<file path="src/rtl/wb_port_arbiter_pkg.sv">
// Shared constants, FSM encoding and helpers for the writeback port arbiter.
package wb_port_arbiter_pkg;

   localparam int REG_ADDR_W = 5;
   localparam int NUM_REGS   = 32;
   localparam int CNT_W      = 4;

   localparam logic [REG_ADDR_W-1:0] ZERO_REG = 5'd0;

   typedef enum logic {
      SHARE = 1'b0,
      FORCE = 1'b1
   } wb_state_e;

   // One-hot mask for a register address; x0 never produces a bit.
   function automatic logic [NUM_REGS-1:0] rd_mask(input logic [REG_ADDR_W-1:0] rd);
      rd_mask = '0;
      if (rd != ZERO_REG) rd_mask[rd] = 1'b1;
   endfunction

endpackage

</file>
<file path="src/rtl/wb_port_arbiter_scoreboard.sv">
// Busy-bit scoreboard of registers with mul/div results still outstanding.
module wb_scoreboard
   import wb_port_arbiter_pkg::*;
(
   input  logic                  clk,
   input  logic                  reset,
   input  logic                  set_en,
   input  logic [REG_ADDR_W-1:0] set_rd,
   input  logic                  clr_en,
   input  logic [REG_ADDR_W-1:0] clr_rd,
   output logic [NUM_REGS-1:0]   busy
);

   logic [NUM_REGS-1:0] set_mask;
   logic [NUM_REGS-1:0] clr_mask;
   logic [NUM_REGS-1:0] busy_next;

   // Set is applied after clear so a same-cycle issue to a retiring register keeps it busy.
   always_comb begin
      set_mask     = set_en ? rd_mask(set_rd) : '0;
      clr_mask     = clr_en ? rd_mask(clr_rd) : '0;
      busy_next    = (busy & ~clr_mask) | set_mask;
      busy_next[0] = 1'b0;
   end

   always_ff @(posedge clk) begin
      if (reset) busy <= '0;
      else       busy <= busy_next;
   end

endmodule

</file>
<file path="src/rtl/wb_port_arbiter.sv">
// Register-file write port arbiter between pipeline writeback (P) and mul/div (M),
// with a busy scoreboard and a starvation guard that forces a pipeline bubble.
module wb_port_arbiter
   import wb_port_arbiter_pkg::*;
#(
   parameter int XLEN         = 64,
   parameter int STARVE_LIMIT = 4
) (
   input  logic                  clk,
   input  logic                  reset,
   input  logic                  p_valid,
   input  logic [REG_ADDR_W-1:0] p_rd,
   input  logic [XLEN-1:0]       p_data,
   input  logic                  m_valid,
   output logic                  m_ready,
   input  logic [REG_ADDR_W-1:0] m_rd,
   input  logic [XLEN-1:0]       m_data,
   input  logic                  sb_set,
   input  logic [REG_ADDR_W-1:0] sb_rd,
   output logic [NUM_REGS-1:0]   busy,
   output logic                  stall_wb,
   output logic                  wr_en,
   output logic [REG_ADDR_W-1:0] wr_rd,
   output logic [XLEN-1:0]       wr_data
);

   localparam logic [CNT_W:0] LIMIT = (CNT_W+1)'(STARVE_LIMIT);

   wb_state_e             state, state_next;
   logic [CNT_W-1:0]      cnt, cnt_next;
   logic [CNT_W:0]        cnt_inc;
   logic                  grant_any;
   logic [REG_ADDR_W-1:0] g_rd;
   logic [XLEN-1:0]       g_data;

   // P always wins; a forced bubble works only because the pipeline honours stall_wb.
   always_comb begin
      m_ready   = ~reset & ~p_valid & m_valid;
      grant_any = p_valid | m_ready;
      g_rd      = p_valid ? p_rd   : m_rd;
      g_data    = p_valid ? p_data : m_data;
   end

   always_comb begin
      state_next = state;
      cnt_next   = cnt;
      cnt_inc    = {1'b0, cnt} + 1'b1;
      case (state)
         SHARE: begin
            if (!m_valid || m_ready) begin
               cnt_next = '0;
            end else if (cnt_inc >= LIMIT) begin
               state_next = FORCE;
               cnt_next   = '0;
            end else begin
               cnt_next = cnt_inc[CNT_W-1:0];
            end
         end
         FORCE: begin
            cnt_next = '0;
            if (m_ready || !m_valid) state_next = SHARE;
         end
         default: begin
            state_next = SHARE;
            cnt_next   = '0;
         end
      endcase
   end

   always_ff @(posedge clk) begin
      if (reset) begin
         state <= SHARE;
         cnt   <= '0;
      end else begin
         state <= state_next;
         cnt   <= cnt_next;
      end
   end

   assign stall_wb = (state == FORCE);

   // rd/data follow the winner even for x0; only wr_en is suppressed.
   always_ff @(posedge clk) begin
      if (reset) begin
         wr_en   <= 1'b0;
         wr_rd   <= ZERO_REG;
         wr_data <= '0;
      end else if (grant_any) begin
         wr_en   <= (g_rd != ZERO_REG);
         wr_rd   <= g_rd;
         wr_data <= g_data;
      end else begin
         wr_en   <= 1'b0;
      end
   end

   wb_scoreboard u_sb (
      .clk    (clk),
      .reset  (reset),
      .set_en (sb_set),
      .set_rd (sb_rd),
      .clr_en (m_valid & m_ready),
      .clr_rd (m_rd),
      .busy   (busy)
   );

endmodule

</file>
<file path="config.mk">
export PLATFORM = sky130hd
export DESIGN_NAME = wb_port_arbiter
export DESIGN_NICKNAME = d
export VERILOG_FILES = /design/src/rtl/wb_port_arbiter_pkg.sv /design/src/rtl/wb_port_arbiter_scoreboard.sv /design/src/rtl/wb_port_arbiter.sv
export SDC_FILE = /design/constraint.sdc
export NUM_CORES = 1
export LEC_CHECK = 0
export CORE_ASPECT_RATIO = 1.5
export CORE_UTILIZATION = 36
export DETAILED_ROUTE_END_ITERATION = 12
export PLACE_DENSITY = 0.77
export SETUP_SLACK_MARGIN = 0.5
export SKIP_CTS_REPAIR_TIMING = 1
export SKIP_LAST_GASP = 1
export SLEW_MARGIN = 30
export SYNTH_ARGS = -nofsm -noshare
export SYNTH_HDL_FRONTEND = slang
export SYNTH_SLANG_ARGS = --single-unit
</file>
<file path="constraint.sdc">
create_clock -name clk -period 1.3 [get_ports clk]
set_clock_uncertainty 0.1 [all_clocks]
set_input_delay 0.13 -clock clk [delete_from_list [all_inputs] [get_ports clk]]
set_output_delay 0.13 -clock clk [all_outputs]
set_load 0.01 [all_outputs]
</file>
; After elaboration in Yosys (flattened, before gate mapping)
; Cells that the tools add are included.
[word_totals]
reg_bits = 107
wordCells = 49
[op_classes]
addsub = 1
n_lt_le_gt_ge = 5
mux = 17
bitwise_logic = 11
n_reduce_logical = 8
[ops]
columns = op, count
row1 = two-way mux 32 bit, 4
row2 = two-way mux 64 bit, 1
row3 = bitwise AND 32 bit, 1
row4 = NOT 32 bit, 1
row5 = OR 32 bit, 1
row6 = nonzero test 5 bit, 3
row7 = < comparator 5 x 6 -> 1 bit (second input constant), 2
row8 = demux 1 bit (select 5 bit), 2
row9 = >= comparator 5 x 1 -> 1 bit (second input constant), 2
row10 = two-way mux 4 bit, 2
row11 = case mux 4 bit (2 select lines), 1
row12 = adder 4 x 1 -> 5 bit (second input constant), 1
row13 = >= comparator 5 x 3 -> 1 bit (second input constant), 1
row14 = two-way mux 1 bit, 5
row15 = two-way mux 5 bit, 1
row16 = NOT 1 bit, 4
row17 = bitwise AND 1 bit, 3
row18 = logical AND 1 bit, 2
row19 = case mux 1 bit (2 select lines), 1
row20 = OR reduction 2 bit, 1
row21 = zero test 1 bit, 1
row22 = logical OR 1 bit, 1
row23 = OR 1 bit, 1

; Depth between registers and ports, before layout
[depth]
depth_word = 9
depth_mapped = 6
depth_no_buf = 4

; Hierarchy
; Synthesis repeated with hierarchy kept, for this count alone.
[unflattened]
hier_cells = 486
hier_area_um2 = 5266.3
[by_module_without_submodules]
columns = module, instances, cells_each, area_per_inst_um2, seq_area_each_um2
row1 = wb_port_arbiter, 1, 331, 3912.5, 1501.4
row2 = wb_scoreboard, 1, 155, 1353.8, 620.6

; Worst setup path after synthesis
; OpenSTA, ideal clock, no wires.
[synth_path]
path_kind = input to register
startpoint = input port p_valid
endpoint = register u_sb.busy[1]
arrival_time_ns = 1.122
required_time_ns = 1.068
path_slack_ns = -0.054
path_stages = 4
path_buffers = 1
cell_sequence = buf_6 > or4b_4 > nor4b_2 > o32ai_1
[synth_between]
elab_chain_len = 8
[synth_lines]
columns = item, line
row1 = start: declaration, wb_port_arbiter.sv:11  ; input logic p_valid,
row2 = NOT 1 bit, wb_port_arbiter.sv:38  ; m_ready = ~reset & ~p_valid & m_valid;
row3 = bitwise AND 1 bit (2 in a row), wb_port_arbiter.sv:38
row4 = bitwise AND 1 bit, wb_port_arbiter.sv:102  ; .clr_en (m_valid & m_ready),
row5 = two-way mux 32 bit, wb_port_arbiter_scoreboard.sv:21  ; clr_mask = clr_en ? rd_mask(clr_rd) : '0;
row6 = NOT 32 bit, wb_port_arbiter_scoreboard.sv:22  ; busy_next = (busy & ~clr_mask) | set_mask;
row7 = bitwise AND 32 bit, wb_port_arbiter_scoreboard.sv:22
row8 = OR 32 bit, wb_port_arbiter_scoreboard.sv:22
row9 = end signal: assignment, wb_port_arbiter_scoreboard.sv:28  ; else busy <= busy_next;
row10 = end: declaration, wb_port_arbiter_scoreboard.sv:11  ; output logic [NUM_REGS-1:0] busy
; No other way between the ends.
; A chain may end at the register's enable or synchronous reset.

; Worst setup path after layout
[layout_path]
startpoint = register cnt[0]
endpoint = register state (netlist: stall_wb)
[layout_between]
elab_chain_len = 5
[layout_lines]
columns = item, line
row1 = start: declaration, wb_port_arbiter.sv:30  ; logic [CNT_W-1:0] cnt, cnt_next;
row2 = start signal: assignment, wb_port_arbiter.sv:76  ; cnt <= cnt_next;
row3 = adder 4 x 1 -> 5 bit, wb_port_arbiter.sv:47  ; cnt_inc = {1'b0, cnt} + 1'b1;
row4 = >= comparator 5 x 3 -> 1 bit, wb_port_arbiter.sv:52  ; end else if (cnt_inc >= LIMIT) begin
row5 = two-way mux 1 bit, wb_port_arbiter.sv:52
row6 = two-way mux 1 bit, wb_port_arbiter.sv:50  ; if (!m_valid || m_ready) begin
row7 = case mux 1 bit (2 select lines), wb_port_arbiter.sv:48  ; case (state)
row8 = end signal: assignment, wb_port_arbiter.sv:75  ; state <= state_next;
row9 = end: declaration, wb_port_arbiter.sv:29  ; wb_state_e state, state_next;
; No other way between the ends.

==> impl_metrics.csv <==
group,metric,value,unit
run_status,outcome,"complete, but fails checks",
run_status,failed_checks,"negative hold slack",
synthesis,synth-edff-count,0,
clock_tree,htree_num_levels,3,
setup_path,timing.rr.end,"stall_wb",
setup_path,endpoint_kind,"register",
clock_tree,clk_latency,0.34,ns
place,dpl.hpwl,12030,µm
place,place_inst,884,
setup_path,crit_type,"reg -> reg",
layout,drive_above_1_share,53.97,%
layout,areaGrowthSynthToFinish,87.81,%
setup_path,rr_worst_depth,4,
sta,setup_violations,0,
synthesis,synth-seq-cells,106,
synthesis,synth.cell_area,4895,µm²
job,drv_cap,0,
synthesis,syn_inst,475,
place,routabilityCongestion,0.9133,
grt,grt_pass1_vias,5062,
pwr,clock_power_share,33.8,%
grt,use_met3,5.187,%
pwr,intPower,6.271,mW
worst_hold_path,hold_end,"wr_rd[3]",
setup_path,rr_startpoint,"cnt[0]",
sta,final_max_slew_viol_count,0,
pwr,power.leakage,4.013,nW
worst_hold_path,worstHoldStart,"p_rd[3]",
synthesis,synth_top_area_cell,"dfxtp_1",
grt,met2_usage,40.62,%
grt,grt_max_degree,39,
clock_tree,clk_pin_slew,0.08,ns
clock_tree,root_buffer,"clkbuf_16",
grt,grt_use_total,21.97,%
sta,hold_slack,-0.01514,ns
pwr,switching_share,26.16,%
floorplan,ios,252,
floorplan,die_h,144.8,µm
grt,busiest_layer,"met2",
synthesis,synthTopCellsByCount,"106 x dfxtp_1, 73 x nor2_1, 68 x mux2_2",
sta,period_share,89.00,%
synthesis,synth.distinct_cells,40,
setup_path,cp_slowest_cell,"dfxtp_4",
place,post-place-ws,-0.5336,ns
setup_path,r2r_slack,0.14,ns
pwr,power_switching,2.222,mW
grt,grt_pass1_wl,24940,µm
pwr,pwr-share-seq,42.1,%
floorplan,num_rows,51,
pwr,power_per_cell_area,924.0,nW/µm²
grt,antenna_found_initial,0,
layout,multi_input_area,3105,µm²
grt,overflow,0,
setup_path,worst-endpoint-arrival,1.29,ns
sta,worst_slack,0.1430,ns
clock_tree,clkSinkCount,106,
synthesis,ys.flop_type,"dfxtp_1",
sta,finalHoldViolCount,2,
drt,dr_total_vias,4984,
drt,drtIter0Drc,114,
pwr,p_comb_share,24.1,%
synthesis,async_flop_share,0,%
setup_path,crit_path_max_incr_delay,0.37,ns
synthesis,synth_area_per_cell,10.30,µm²
worst_hold_path,whs_path_depth,3,
synthesis,yosysSeqAreaShare,43.35,%
setup_path,crit_fanout,4,
sta,max_freq,864.3,MHz
synthesis,synth_area_leaders,"dfxtp_1 43%, mux2_2 16%, mux2i_1 14%",
clock_tree,cts_buffers,9,
sta,period_needed,1.157,ns
sta,rsz0062_at_grt,"true",
grt,met1_usage,23.44,%
setup_path,path_cells,"ha_4 > nor2_4 > a21oi_2 > o311a_1",
synthesis,yosysMostFrequentCell,"dfxtp_1",
floorplan,die_w,97.21,µm
synthesis,synth_warnings,0,
drt,drtPass1Iterations,5,
worst_hold_path,hold_path.class,"in -> reg",
layout,fin_nets,914,
setup_path,worst_ep_required_time,1.44,ns
layout,fill_cells,891,
setup_path,crit_path_start_kind,"register",
layout,fin_area,9193,µm²
drt,via_per_inst,5.371,
place,port_buffers,250,
layout,instances_no_fill,928,
clock_tree,cts_tree,"built",
layout,seq_area,2256,µm²
synthesis,synth_top_area_share,43.35,%
floorplan,die_area,14080,µm²
clock_tree,cts_buffer_depth,2,
pwr,max-vdd-ir-drop,0.7564,mV
drt,wire_per_inst,18.91,µm
drt,detail-route-antenna-nets,0,
floorplan,start_util,37.24,%
drt,wl,17550,µm
place,placed_area,7928,µm²
floorplan,core,13150,µm²
drt,drc,0,
layout,diodes,0,
## sequential cells by signal, summed over array words and instances (netlist names)
register,count
wr_en,1
wr_rd,5
stall_wb,1
cnt,4
u_sb.busy,31
wr_data,64
## worst max path at each step
stage / slack (ns) / end / from
3_3_place_gp: -0.49 / u_sb.busy[3] / m_rd[0]
2_1_floorplan: -0.004 / u_sb.busy[3] / p_valid
3_5_place_dp: -0.53 / u_sb.busy[18] / m_rd[2]
5_1_grt: 0.11 / stall_wb / cnt[0]
4_1_cts: -0.28 / busy[13] / u_sb.busy[13]
6_report: 0.14 / stall_wb / cnt[0]
## power by group through the flow
stage / Clock [mW] / Combinational (mW) / Sequential, mW
after global placement: 0 / 1.78 / 3.58
after floorplan: 0 / 0.801 / 3.66
final: 2.87 / 2.04 / 3.58
after detailed placement: 0 / 1.82 / 3.59
after CTS: 2.93 / 1.83 / 3.51
after global routing: 3.10 / 2.16 / 3.60
## placed cells by master (no fill, tap or decap), types with 4 or more instances in the layout
master           synthesis  final
nor2_1                  73     71
dlymetal6s2s_1           0      9
inv_1                   10      7
o21ai_1                 16     23
buf_4                    5     41
o32ai_1                  9      4
o311ai_2                 0      6
buf_12                   0      7
o32ai_2                  0      4
nor4_4                   0      4
mux2_2                  68     25
nand3b_1                 8      8
dfxtp_2                  0    101
clkdlybuf4s50_1          0    130
buf_8                    0      5
buf_6                    1    116
mux2_4                   0     43
o211ai_1                16     16
or4b_4                   1      4
mux2i_1                 67     66
clkbuf_16                0     10
## worst max-delay path, delay by kind of cell, from the launching register on
family | cells | cell delay [ns]
adders and majority gates | 1 | 0.17
DFF | 1 | 0.37
AOI/OAI and AO/OA | 2 | 0.33
and+or+nand+nor | 1 | 0.07
## per-layer routing
layer  vias to the layer above  part of all wire (%)
met5                         -                     0
li1                       2297                     -
met1                      2392                    36
met3                        56                   6.0
met2                       239                    54
met4                         0                   4.3
## final cells by class
class / instances / area share [%]
multi-input combinational: 325 / 33.78
tap: 159 / 2.164
clock buffer: 9 / 2.450
inverter: 10 / 0.4356
clock inverter: 7 / 0.9119
sequential: 106 / 24.54
timing repair buffer: 312 / 35.72
## through the flow
stage	setup TNS, ns	power [mW]	util [%]
detailed placement	-18.09	5.404	60.31
finish	0	8.494	69.93
global placement	-15.37	5.356	60.31
floorplan	-0.003860	4.458	-
CTS	-20.30	8.270	62.66
global route	0	8.859	69.93
## kinds of logic after synthesis
| logic type | share of synthesized area [%] |
|---|---|
| adder cells (fa/ha/maj) | 0.5112 |
| AO/OA/AOI/OAI | 8.691 |
| other | 0.07661 |
| multiplexers | 29.35 |
| buffers and inverters | 4.448 |
| flip-flops | 43.35 |
| AND/OR/NAND/NOR | 13.57 |
Note: power is estimated with default switching activity, not from simulation.
